<file path="src/rtl/gpio_in_capture.sv">
// GPIO header input capture: synchronize, debounce, edge latch, count.
// Define GPIO_IN_CAPTURE_FALL_EDGE_EN to make falling edges qualify too.
module gpio_in_capture #(
    parameter int TICK_DIV     = 50000,
    parameter int STABLE_TICKS = 4
) (
    input  logic        CLOCK_50,
    input  logic        RESET,
    input  logic [31:0] GPIO,
    input  logic [1:0]  SEL,
    input  logic        CLR,
    output logic [9:0]  LEDR,
    output logic [7:0]  COUNT
);

    localparam logic [15:0] PRESC_LAST = 16'(TICK_DIV - 1);
    localparam logic [2:0]  CNT_LAST   = 3'(STABLE_TICKS - 1);

    logic [31:0]      gpio_m_q;
    logic [31:0]      gpio_s_q;
    logic [15:0]      presc_q;
    logic [15:0]      presc_d;
    logic             tick;
    logic [31:0][2:0] cnt_q;
    logic [31:0][2:0] cnt_d;
    logic [31:0]      stable_q;
    logic [31:0]      stable_d;
    logic [31:0]      rise;
    logic [31:0]      qual;
    logic [31:0]      latch_q;
    logic [31:0]      latch_d;
    logic [7:0]       sel_qual;
    logic             hit;
    logic [7:0]       count_q;
    logic [7:0]       count_d;
    logic [9:0]       ledr_q;
    logic [9:0]       ledr_d;
    logic [4:0]       base;

    assign base = {SEL, 3'b000};

    // Sample tick prescaler, wraps at TICK_DIV-1.
    always_comb begin
        tick    = (presc_q == PRESC_LAST);
        presc_d = tick ? 16'd0 : presc_q + 16'd1;
    end

    // Per-bit debounce: count ticks of mismatch, flip level on the last one.
    always_comb begin
        cnt_d    = cnt_q;
        stable_d = stable_q;
        for (int i = 0; i < 32; i++) begin
            if (gpio_s_q[i] == stable_q[i]) begin
                cnt_d[i] = 3'd0;
            end else if (tick) begin
                if (cnt_q[i] == CNT_LAST) begin
                    stable_d[i] = ~stable_q[i];
                    cnt_d[i]    = 3'd0;
                end else begin
                    cnt_d[i] = cnt_q[i] + 3'd1;
                end
            end
        end
    end

    assign rise = stable_d & ~stable_q;

`ifdef GPIO_IN_CAPTURE_FALL_EDGE_EN
    logic [31:0] fall;
    assign fall = ~stable_d & stable_q;
    assign qual = rise | fall;
`else
    assign qual = rise;
`endif

    // Latches, edge counter and display image; an edge wins over CLR.
    always_comb begin
        sel_qual = qual[base +: 8];
        hit      = |sel_qual;
        latch_d  = CLR ? qual : (latch_q | qual);
        if (CLR) begin
            count_d = {7'd0, hit};
        end else if (hit && (count_q != 8'hFF)) begin
            count_d = count_q + 8'd1;
        end else begin
            count_d = count_q;
        end
        ledr_d = {|latch_q, |latch_q[base +: 8], stable_q[base +: 8]};
    end

    // State update; RESET overrides CLR and edges.
    always_ff @(posedge CLOCK_50) begin
        if (RESET) begin
            gpio_m_q <= '0;
            gpio_s_q <= '0;
            presc_q  <= '0;
            cnt_q    <= '0;
            stable_q <= '0;
            latch_q  <= '0;
            count_q  <= '0;
            ledr_q   <= '0;
        end else begin
            gpio_m_q <= GPIO;
            gpio_s_q <= gpio_m_q;
            presc_q  <= presc_d;
            cnt_q    <= cnt_d;
            stable_q <= stable_d;
            latch_q  <= latch_d;
            count_q  <= count_d;
            ledr_q   <= ledr_d;
        end
    end

    assign LEDR  = ledr_q;
    assign COUNT = count_q;

endmodule

</file>
<file path="config.mk">
export PLATFORM = sky130hd
export DESIGN_NAME = gpio_in_capture
export DESIGN_NICKNAME = d
export VERILOG_FILES = /design/src/rtl/gpio_in_capture.sv
export SDC_FILE = /design/constraint.sdc
export NUM_CORES = 1
export LEC_CHECK = 0
export ABC_AREA = 1
export ABC_CLOCK_PERIOD_IN_PS = 2000
export BUFFER_PORTS_ARGS = -buffer_cell sky130_fd_sc_hd__buf_2
export CORE_MARGIN = 10
export CORE_UTILIZATION = 55
export CTS_CLUSTER_SIZE = 28
export DETAILED_ROUTE_END_ITERATION = 10
export GPL_TIMING_DRIVEN = 1
export PLACE_DENSITY_LB_ADDON = 0.2
export SYNTH_ARGS = -nofsm -noshare
export SYNTH_HDL_FRONTEND = slang
export SYNTH_SLANG_ARGS = --single-unit
</file>
<file path="constraint.sdc">
create_clock -name CLOCK_50 -period 2 [get_ports CLOCK_50]
set_input_delay 0.2 -clock CLOCK_50 [delete_from_list [all_inputs] [get_ports CLOCK_50]]
set_output_delay 0.2 -clock CLOCK_50 [all_outputs]
set_load 0.05 [all_outputs]
</file>
# After elaboration in Yosys (flattened, before gate mapping)
# Cells that the tools add are included.
[word_totals]
regBits = 258
input_bits = 37
output_inout_bits = 18
wordCells = 348
[classes]
add_sub_neg = 34
eq_ne = 66
shift = 3
mux = 131
n_bitwise = 35
reduce_logical = 39
[ops]
columns = ["cell", "count"]
rows = [
  ["two-way mux 1 bit", 98],
  ["adder 3 x 1 -> 3 bit (second input constant)", 32],
  ["== test 3 x 2 -> 1 bit (second input constant)", 32],
  ["two-way mux 3 bit", 32],
  ["indexed part select 32 x 6 -> 8 bit", 3],
  ["OR reduction 2 bit", 34],
  ["AND 32 bit", 1],
  ["== test 1 bit", 32],
  ["two-way mux 32 bit", 1],
  ["inverter 1 bit", 32],
  ["inverter 32 bit", 1],
  ["bitwise OR 32 bit", 1],
  ["OR reduction 32 bit", 1],
  ["adder 16 x 1 -> 16 bit (second input constant)", 1],
  ["== test 16 bit (second input constant)", 1],
  ["OR reduction 8 bit", 2],
  ["adder 8 x 1 -> 8 bit (second input constant)", 1],
  ["!= test 8 bit (second input constant)", 1],
  ["nonzero test 2 bit", 1],
  ["logical AND 1 bit", 1],
]

# Logic depth before layout (Yosys ltp)
# Gate-level depths: netlist of run 1.
[depth]
depth_word = 10
ltp_mapped = 17
depth_no_buf = 16

# Least setup slack after synthesis of run 1
# Ideal clock, no wire load.
[synth_path]
path_type = "flip-flop to flip-flop"
startpoint = "register count_q[1], in the netlist COUNT[1]"
endpoint = "register count_q[0], in the netlist COUNT[0]"
setup_time_ns = 0.128
arrival_time_ns = 2.233
required_ns = 1.872
path_slack_ns = -0.360
path_stages_with_launch = 11
n_path_buf = 0
synth_period_minus_slack_ns = 2.360
path_cell_list = "dfxtp_1 > ha_1 > nand2_1 > nor3_1 > inv_1 > nor3_1 > inv_1 > a21oi_1 > nor2_1 > a21oi_1 > nor2_1"
[synth_via]
elab_chain_len = 3
[synth_lines]
columns = ["item", "line_no", "text"]
rows = [
  ["start: declaration", "34", "logic [7:0] count_q;"],
  ["start signal: assignment", "109", "count_q <= count_d;"],
  ["!= test 8 bit", "83", "end else if (hit && (count_q != 8'hFF)) begin"],
  ["logical AND 1 bit", "83", ""],
  ["nonzero test 2 bit (no source line)", "-", ""],
]
# Every way passes these cells.
# A chain may end at the register's enable or synchronous reset.

# Final worst setup path of run 1
[layout_path]
startpoint = "register presc_q[0]"
endpoint = "register count_q[3], in the netlist COUNT[3]"
[layout_via]
elab_chain_len = 7
elab_cells_between_ends = 69
cone_classes = "eq/ne: 1; shift: 1; mux: 64; bitwise: 1; reduce/logical: 2"
[layout_lines]
columns = ["item", "line_no", "text"]
rows = [
  ["start: declaration", "21", "logic [15:0] presc_q;"],
  ["start signal: assignment", "105", "presc_q <= presc_d;"],
  ["== test 16 bit *", "44", "tick = (presc_q == PRESC_LAST);"],
  ["two-way mux 1 bit", "55", "end else if (tick) begin"],
  ["two-way mux 1 bit", "53", "if (gpio_s_q[i] == stable_q[i]) begin"],
  ["AND 32 bit *", "66", "assign rise = stable_d & ~stable_q;"],
  ["indexed part select 32 x 6 -> 8 bit *", "78", "sel_qual = qual[base +: 8];"],
  ["OR reduction 8 bit *", "79", "hit = |sel_qual;"],
  ["logical AND 1 bit *", "83", ""],
]
# Mark *: on every way between the ends. The rest lies on a longest branch, timed or not.

==> results of run 1 <==
[path summary, 6_finish.rpt]
kind                            depth (start not counted)      endpoint         start  slack [ps]
worst max-delay path                                   18      COUNT[3]    presc_q[0]        -180
worst min-delay path                                    3       LEDR[5]        SEL[1]         180
worst max register to register                         18      COUNT[3]    presc_q[0]        -180
worst min register to register                          2  gpio_s_q[12]  gpio_m_q[12]         400
[power groups by stage]
stage / Sequential, mW / Clock, mW / Combinational (mW)
after floorplan: 5.40 / 0 / 0.217
after global placement: 5.38 / 0 / 0.388
after detailed placement: 5.38 / 0 / 0.391
after CTS: 5.27 / 5.42 / 0.450
after global routing: 5.27 / 5.64 / 0.513
final: 5.27 / 5.33 / 0.464
[kinds of logic after synthesis]
logic type                 Yosys count  share of synthesized area
xor gates and xnor gates             6                    0.00485
buffers and inverters              296                      0.105
adders and majority gates           34                     0.0393
DFF                                258                      0.477
and+or+nand+nor                    573                      0.235
AOI/OAI and AO/OA                  242                      0.138
[worst min-delay path, cell delays in order]
cell and delay, ps:
buf_2 220, o211ai_1 140, a21oi_1 100
[final cells by class]
type	instances	area [um^2]	area share
clock buffer	36	779	0.0570
clock inverter	14	184	0.0134
inverter	245	927	0.0678
multi-input combinational	855	4730	0.346
sequential	258	5170	0.378
tap	265	332	0.0242
timing repair buffer	183	1550	0.113
[metal layers]
| metal | track usage | vias to the layer above | part of all wire |
|---|---|---|---|
| met5 | 0 | - | 0 |
| met4 | 0.0605 | 0 | 0.021 |
| met3 | 0.0309 | 43 | 0.057 |
| met2 | 0.337 | 215 | 0.48 |
| met1 | 0.244 | 4407 | 0.44 |
| li1 | - | 4889 | - |
[layout by cell type (no fill, tap or decap), types with 30 or more instances in the layout]
cell	instances
a21oi_1	70
buf_2	53
buf_4	74
clkbuf_16	31
dfxtp_1	250
dlygate4sd3_1	34
ha_1	33
inv_1	235
nand2_1	170
nand3_1	54
nand4_1	32
nor2_1	226
o211a_1	30
o21ai_0	70
[repair_timing]
| item | 4_1_cts | 5_1_grt |
|---|---|---|
| setup buffers | 6 | 7 |
| hold buffers | 34 | 0 |
| setup endpoints to repair | 57 | 58 |
| pin swaps | 6 | 11 |
| gates cloned | 2 | 4 |
| resized for setup | 26 | 56 |
| hold endpoints to repair | 34 | 0 |
[flip-flops by register name, summed over array words and instances (netlist names)]
register and cells:
COUNT 8, LEDR 10, cnt_q 96, gpio_m_q 32, gpio_s_q 32, latch_q 32
presc_q 16, stable_q 32
[per-stage QoR]
stage / std cells / hold WS [ps] / total power, mW
floorplan: 1409 / 307 / 5.62
global placement: 1753 / 389 / 5.76
detailed placement: 1753 / 392 / 5.77
CTS: 1845 / 150 / 11.1
global route: 1856 / 175 / 11.4
finish: 1856 / 180 / 11.1
==> impl_results.md, run 1 <==
* NumNets Final at 1641
* Failing checks: setup timing
* Max Cap Violations at 0
* Clock network fraction of total power at 0.482
* Static leakage at 6.36 nW
* Floorplan row count at 51
* CTS buffer count at 27
* Worst Path Required at 2440 ps
* Placed cell areas at 11900 um^2
* Avg Vias per Cell at 5.15
* Die height at 160 um
* Top post-synthesis cells by area: dfxtp_1 (48%), inv_1 (8.3%), nor2_1 (8.1%)
* Num Clock Sinks at 258
* Crit end category: flip-flop
* Top cell type's share of synthesized area at 0.477
* Slowest CP cell: dfxtp_2
* CTS root buffer: clkbuf_16
* Setup violations, final at 10
* Switching Fraction at 0.218
* Total die area at 25700 um^2
* Final worst slack at -180 ps
* Crit-path max cell delay at 350 ps
* Clock-pin slew on the worst setup and hold paths at 60 ps
* Top-Level Pins at 55
* Critical path cell sequence: ha_4, nand2_4, nor2_4, nand2_2, nor2_4, buf_6, buf_6, nand4_1, nand3_1, nor2_1, nand2_1, nand2_2, nand2_4, nand2_4, nor2_8, nand3_1, nand2_1, nor2_1
* Slew HR at 0.623
* Top delay family on crit path: simple AND/OR/NAND/NOR gates
* Core ar. at 19400 um^2
* Largest net degree at the start of global routing at 84
* Run status: finished with violations
* Share of layout cells above drive strength 1 at 0.172
* Number of synthesized flops with an enable pin at 0
* Seq/Total Area, Yosys at 0.477
* Post-DP HPWL at 17.4 mm
* Sw power at 2.41 mW
* Avg WL per Cell at 14.2 um
* Internal power at 8.65 mW
* Syn Area/Cell at 7.69 um^2
* Final GP Congestion at 0.847
* Worst VDD drop at 0.000677 V
* Critical path peak fanout at 7
* Detailed Route Iter0 Violations at 564
* Setup repair after global routing missed its margin: yes
* Ys flop type: dfxtp_1
* Biggest area consumer among synthesized cells: dfxtp_1
* Yosys warnings at 0
* Post-synth cell types at 39
* Power per cell area at 808 nW/um^2
* Final hold violation count at 0
* Total Routing Usage GR at 0.195
* First-pass DRT Iterations at 6
* Syn_nets at 1480
* Pre-CTS setup slack at -300 ps
* Synth top cells by count: dfxtp_1 (258), inv_1 (239), nor2_1 (234)
* Routed Antenna Nets at 0
* Synthesized flop and latch total at 258
* Routed vias at 9554
* Critical Path AT at 2620 ps
* Logic pwr share at 0.042
* FFs w/ async S/R, synth at 0
* Die X at 160 um
* First-pass GRT wire length at 42.7 mm
* Seq pwr share at 0.476
* Total grt overflow at 0
* Number of antenna diodes at 0
* Top-count cell post-synth: dfxtp_1
* Htree depth at 1
* Initial antenna violation count at 0
* Startpoint types: flip-flop
* Final WL at 26.4 mm
* Initial Utilization at 0.558
* Fillers at 1547
* Worst Tran Pin Value at 565 ps
* Post-layout min period at 2180 ps
* Longest Clk Path Bufs at 3
* Most Frequent Cell on Critical Path: nand2_4
* Vias in the first global route at 9086
* Mapped Area at 10800 um^2
* Area Growth Syn to Fin at 26.4%
* Clk Latency, worst-skew pair at 550 ps
* Syn Inst Count at 1409
* TNS Setup at -983 ps
* Layout Skew at 24.7 ps
* Hold Crit Class: in2reg
* CTS tree: yes
* PortBufs at 54
* CP Buf/Inv Count at 2
* Fin. max-slew vios at 0
* Final worst-path cycle share at 1.09
* Final instance area at 13700 um^2
* Fmax at 0.459 GHz
* Share of the core filled with cells at 0.705
* Worst setup path class: reg2reg
* Drt drc at 0
Note: power is estimated with default switching activity, not from simulation.
==> run 2, diff against run 1 <==
--- a/config.mk
+++ b/config.mk
@@ -7,7 +7,7 @@
 export LEC_CHECK = 0
 export ABC_AREA = 1
 export ABC_CLOCK_PERIOD_IN_PS = 2000
-export BUFFER_PORTS_ARGS = -buffer_cell sky130_fd_sc_hd__buf_2
+export BUFFER_PORTS_ARGS = -buffer_cell sky130_fd_sc_hd__buf_4
 export CORE_MARGIN = 10
 export CORE_UTILIZATION = 55
 export CTS_CLUSTER_SIZE = 28
==> run 2 against run 1 <==
The run still ends with setup timing left. Sequential cell count stayed put. Power decreased by 1.5%. Combinational power increased by 9.9%. First-iteration DRC count is 29% higher. Sequential power about the same. Global-route usage up 0.11 points. Hold slack worse by 46 ps. Critical path type unchanged. Largest power group is now sequential cells. Highest routed layer unchanged.
==> impl_results.md, run 2 (synthesis results as in run 1) <==
* Post-layout min period at 2250 ps (was 2180 ps)
* Final worst-path cycle share at 1.12 (was 1.09)
* Slowest CP cell: dfxtp_2 (unchanged)
* Layout Skew at 13.1 ps (was 24.7 ps)
* Vias in the first global route at 9139 (was 9086)
* Hold Crit Class: in2reg (unchanged)
* Power per cell area at 774 nW/um^2 (was 808 nW/um^2)
* Failing checks: setup timing (unchanged)
* PortBufs at 54 (unchanged)
* Clk Latency, worst-skew pair at 540 ps (was 550 ps)
* Worst hold stages at 3 (unchanged)
* Routed vias at 9731 (was 9554)
* Worst setup path start: presc_q[1] (was presc_q[0])
* Hold EP: LEDR[5] (unchanged)
* Htree depth at 1 (unchanged)
* Detailed Route Iter0 Violations at 725 (was 564)
* Run status: finished with violations (unchanged)
* CTS root buffer: clkbuf_16 (unchanged)
* CTS tree: yes (unchanged)
* Final WL at 27.4 mm (was 26.4 mm)
* Top delay family on crit path: simple AND/OR/NAND/NOR gates (unchanged)
* Fin. max-slew vios at 0 (unchanged)
* NumNets Final at 1661 (was 1641)
* Die X at 160 um (unchanged)
* CP Buf/Inv Count at 2 (unchanged)
* Final hold violation count at 0 (unchanged)
* Critical path peak fanout at 8 (was 7)
* Share of layout cells above drive strength 1 at 0.193 (was 0.172)
* CTS buffer count at 27 (unchanged)
* Routed Antenna Nets at 0 (unchanged)
* R2R setup slack at -250 ps (was -180 ps)
* Post-DP HPWL at 17.4 mm (about the same)
* Clock-pin slew on the worst setup and hold paths at 60 ps (about the same)
* Min-delay src: SEL[1] (unchanged)
* Final worst slack at -247 ps (was -180 ps)
* Avg WL per Cell at 14.6 um (was 14.2 um)
* Slew HR at 0.669 (was 0.623)
* Setup repair after global routing missed its margin: yes (unchanged)
* Total Routing Usage GR at 0.196 (was 0.195)
* Static leakage at 6.48 nW (was 6.36 nW)
* Die height at 160 um (unchanged)
* Drt drc at 0 (unchanged)
* Fmax at 0.445 GHz (was 0.459 GHz)
* Pre-CTS setup slack at -291 ps (was -300 ps)
* Startpoint types: flip-flop (unchanged)
* Setup violations, final at 52 (was 10)
* Commonest non-fill, non-tap cell in the layout: dfxtp_1 (unchanged)
* Crit-path max cell delay at 360 ps (was 350 ps)
* Worst reg2reg path endpoint: COUNT[2] (was COUNT[3])
* Worst Reg-to-Reg Cells at 18 (unchanged)
* Critical path cell sequence: ha_4, nand2_4, nor2_4, nand2_2, nor2_4, buf_12, buf_6, nand4_1, nand3_1, nor2_1, nand2_1, nand2_2, nand2_4, nand2_4, nor2_8, nand3_1, nand2_1, nor2_1 (was ha_4, nand2_4, nor2_4, nand2_2, nor2_4, buf_6, buf_6, nand4_1, nand3_1, nor2_1, nand2_1, nand2_2, nand2_4, nand2_4, nor2_8, nand3_1, nand2_1, nor2_1)
* Worst setup path class: reg2reg (unchanged)
* Worst VDD drop at 0.000645 V (was 0.000677 V)
* Total grt overflow at 0 (unchanged)
* Longest Clk Path Bufs at 3 (unchanged)
* Critical Path AT at 2680 ps (was 2620 ps)
* First-pass GRT wire length at 43.2 mm (was 42.7 mm)
* R2r startpoint: presc_q[1] (was presc_q[0])
* Largest register FFs at 96 (unchanged)
* Max Cap Violations at 0 (unchanged)
* Number of antenna diodes at 0 (unchanged)
* Avg Vias per Cell at 5.19 (was 5.15)
* Most frequent cells in the layout: dfxtp_1 (254), inv_1 (234), nor2_1 (222) (was dfxtp_1 (250), inv_1 (235), nor2_1 (226))
* Largest net degree at the start of global routing at 82 (was 84)
* Most Frequent Cell on Critical Path: nand2_4 (unchanged)
* Core ar. at 19400 um^2 (unchanged)
* Num Clock Sinks at 258 (unchanged)
* Crit end category: flip-flop (unchanged)
* Top reg by flops: cnt_q (unchanged)
* Worst Path Required at 2430 ps (was 2440 ps)
* Floorplan row count at 51 (unchanged)
* Final GP Congestion at 0.899 (was 0.847)
* Worst Tran Pin Value at 496 ps (was 565 ps)
* Area Growth Syn to Fin at 29.9% (was 26.4%)
* Initial Utilization at 0.558 (unchanged)
* Power Total at 10.9 mW (was 11.1 mW)
* First-pass DRT Iterations at 6 (unchanged)
* Initial antenna violation count at 0 (unchanged)
* Top-Level Pins at 55 (unchanged)
* Total die area at 25700 um^2 (unchanged)
## run 2: cell types whose count changed in the layout (fill, tap and decap cells not counted), sizes merged
| cell | previous run | this run |
|---|---|---|
| inv | 246 | 245 |
| clkbuf | 40 | 39 |
| clkinv | 8 | 9 |
| clkinvlp | 1 | 2 |
| buf | 145 | 164 |
## run 2: final cells by class
type / count / area [um^2]
Fill cell: 1470 / 5330
Clock buffer: 35 / 736
Clock inverter: 14 / 174
Tap cell: 265 / 332
Multi-Input combinational cell: 855 / 4840
Timing Repair Buffer: 202 / 1890
Inverter: 245 / 923
Timing Repair inverter: 1 / 7.51
Sequential cell: 258 / 5170
## run 2: worst max-delay path by stage
stage,end,cells after the start,slack (ps)
after floorplan,COUNT[2],17,2
after global placement,COUNT[3],17,-210
after detailed placement,COUNT[4],18,-290
after CTS,COUNT[4],17,-180
after global routing,COUNT[3],18,-380
final,COUNT[2],18,-250
## run 2: tightest hold or removal path: stages
cell and delay, ps:
buf_4 180, o211ai_1 120, a21oi_1 110
## run 2: routing by layer
layer | vias up | part of all wire | track usage
li1 | 4931 | - | -
met1 | 4458 | 0.44 | 0.249
met2 | 295 | 0.47 | 0.329
met3 | 47 | 0.068 | 0.0360
met4 | 0 | 0.025 | 0.0651
met5 | - | 0 | 0
## run 2: where the power goes
| group | switching, mW | total (mW) | internal (mW) | leakage [nW] |
|---|---|---|---|---|
| logic | 0.296 | 0.510 | 0.215 | 3.93 |
| registers | 0.0515 | 5.27 | 5.22 | 2.09 |
| clock network | 2.01 | 5.11 | 3.10 | 0.456 |
## run 2: through the flow
stage | cells | hold WS [ps] | util | instance area (um^2) | TNS (ps)
after floorplan | 1409 | 307 | - | 10800 | 0
after global placement | 1754 | 389 | 0.622 | 12100 | -5750
after detailed placement | 1754 | 392 | 0.622 | 12100 | -8370
after CTS | 1861 | 99.3 | 0.702 | 13600 | -1090
after global routing | 1875 | 116 | 0.725 | 14100 | -9870
final | 1875 | 135 | 0.725 | 14100 | -4440
## run 2: repair_timing
action / in CTS / in global routing
pin swaps: 13 / 24
hold buffers: 34 / 0
setup buffers: 24 / 11
hold endpoints to repair: 35 / 0
endpoints found under the setup margin: 61 / 59
gates resized for setup: 33 / 81
gates cloned: 2 / 4
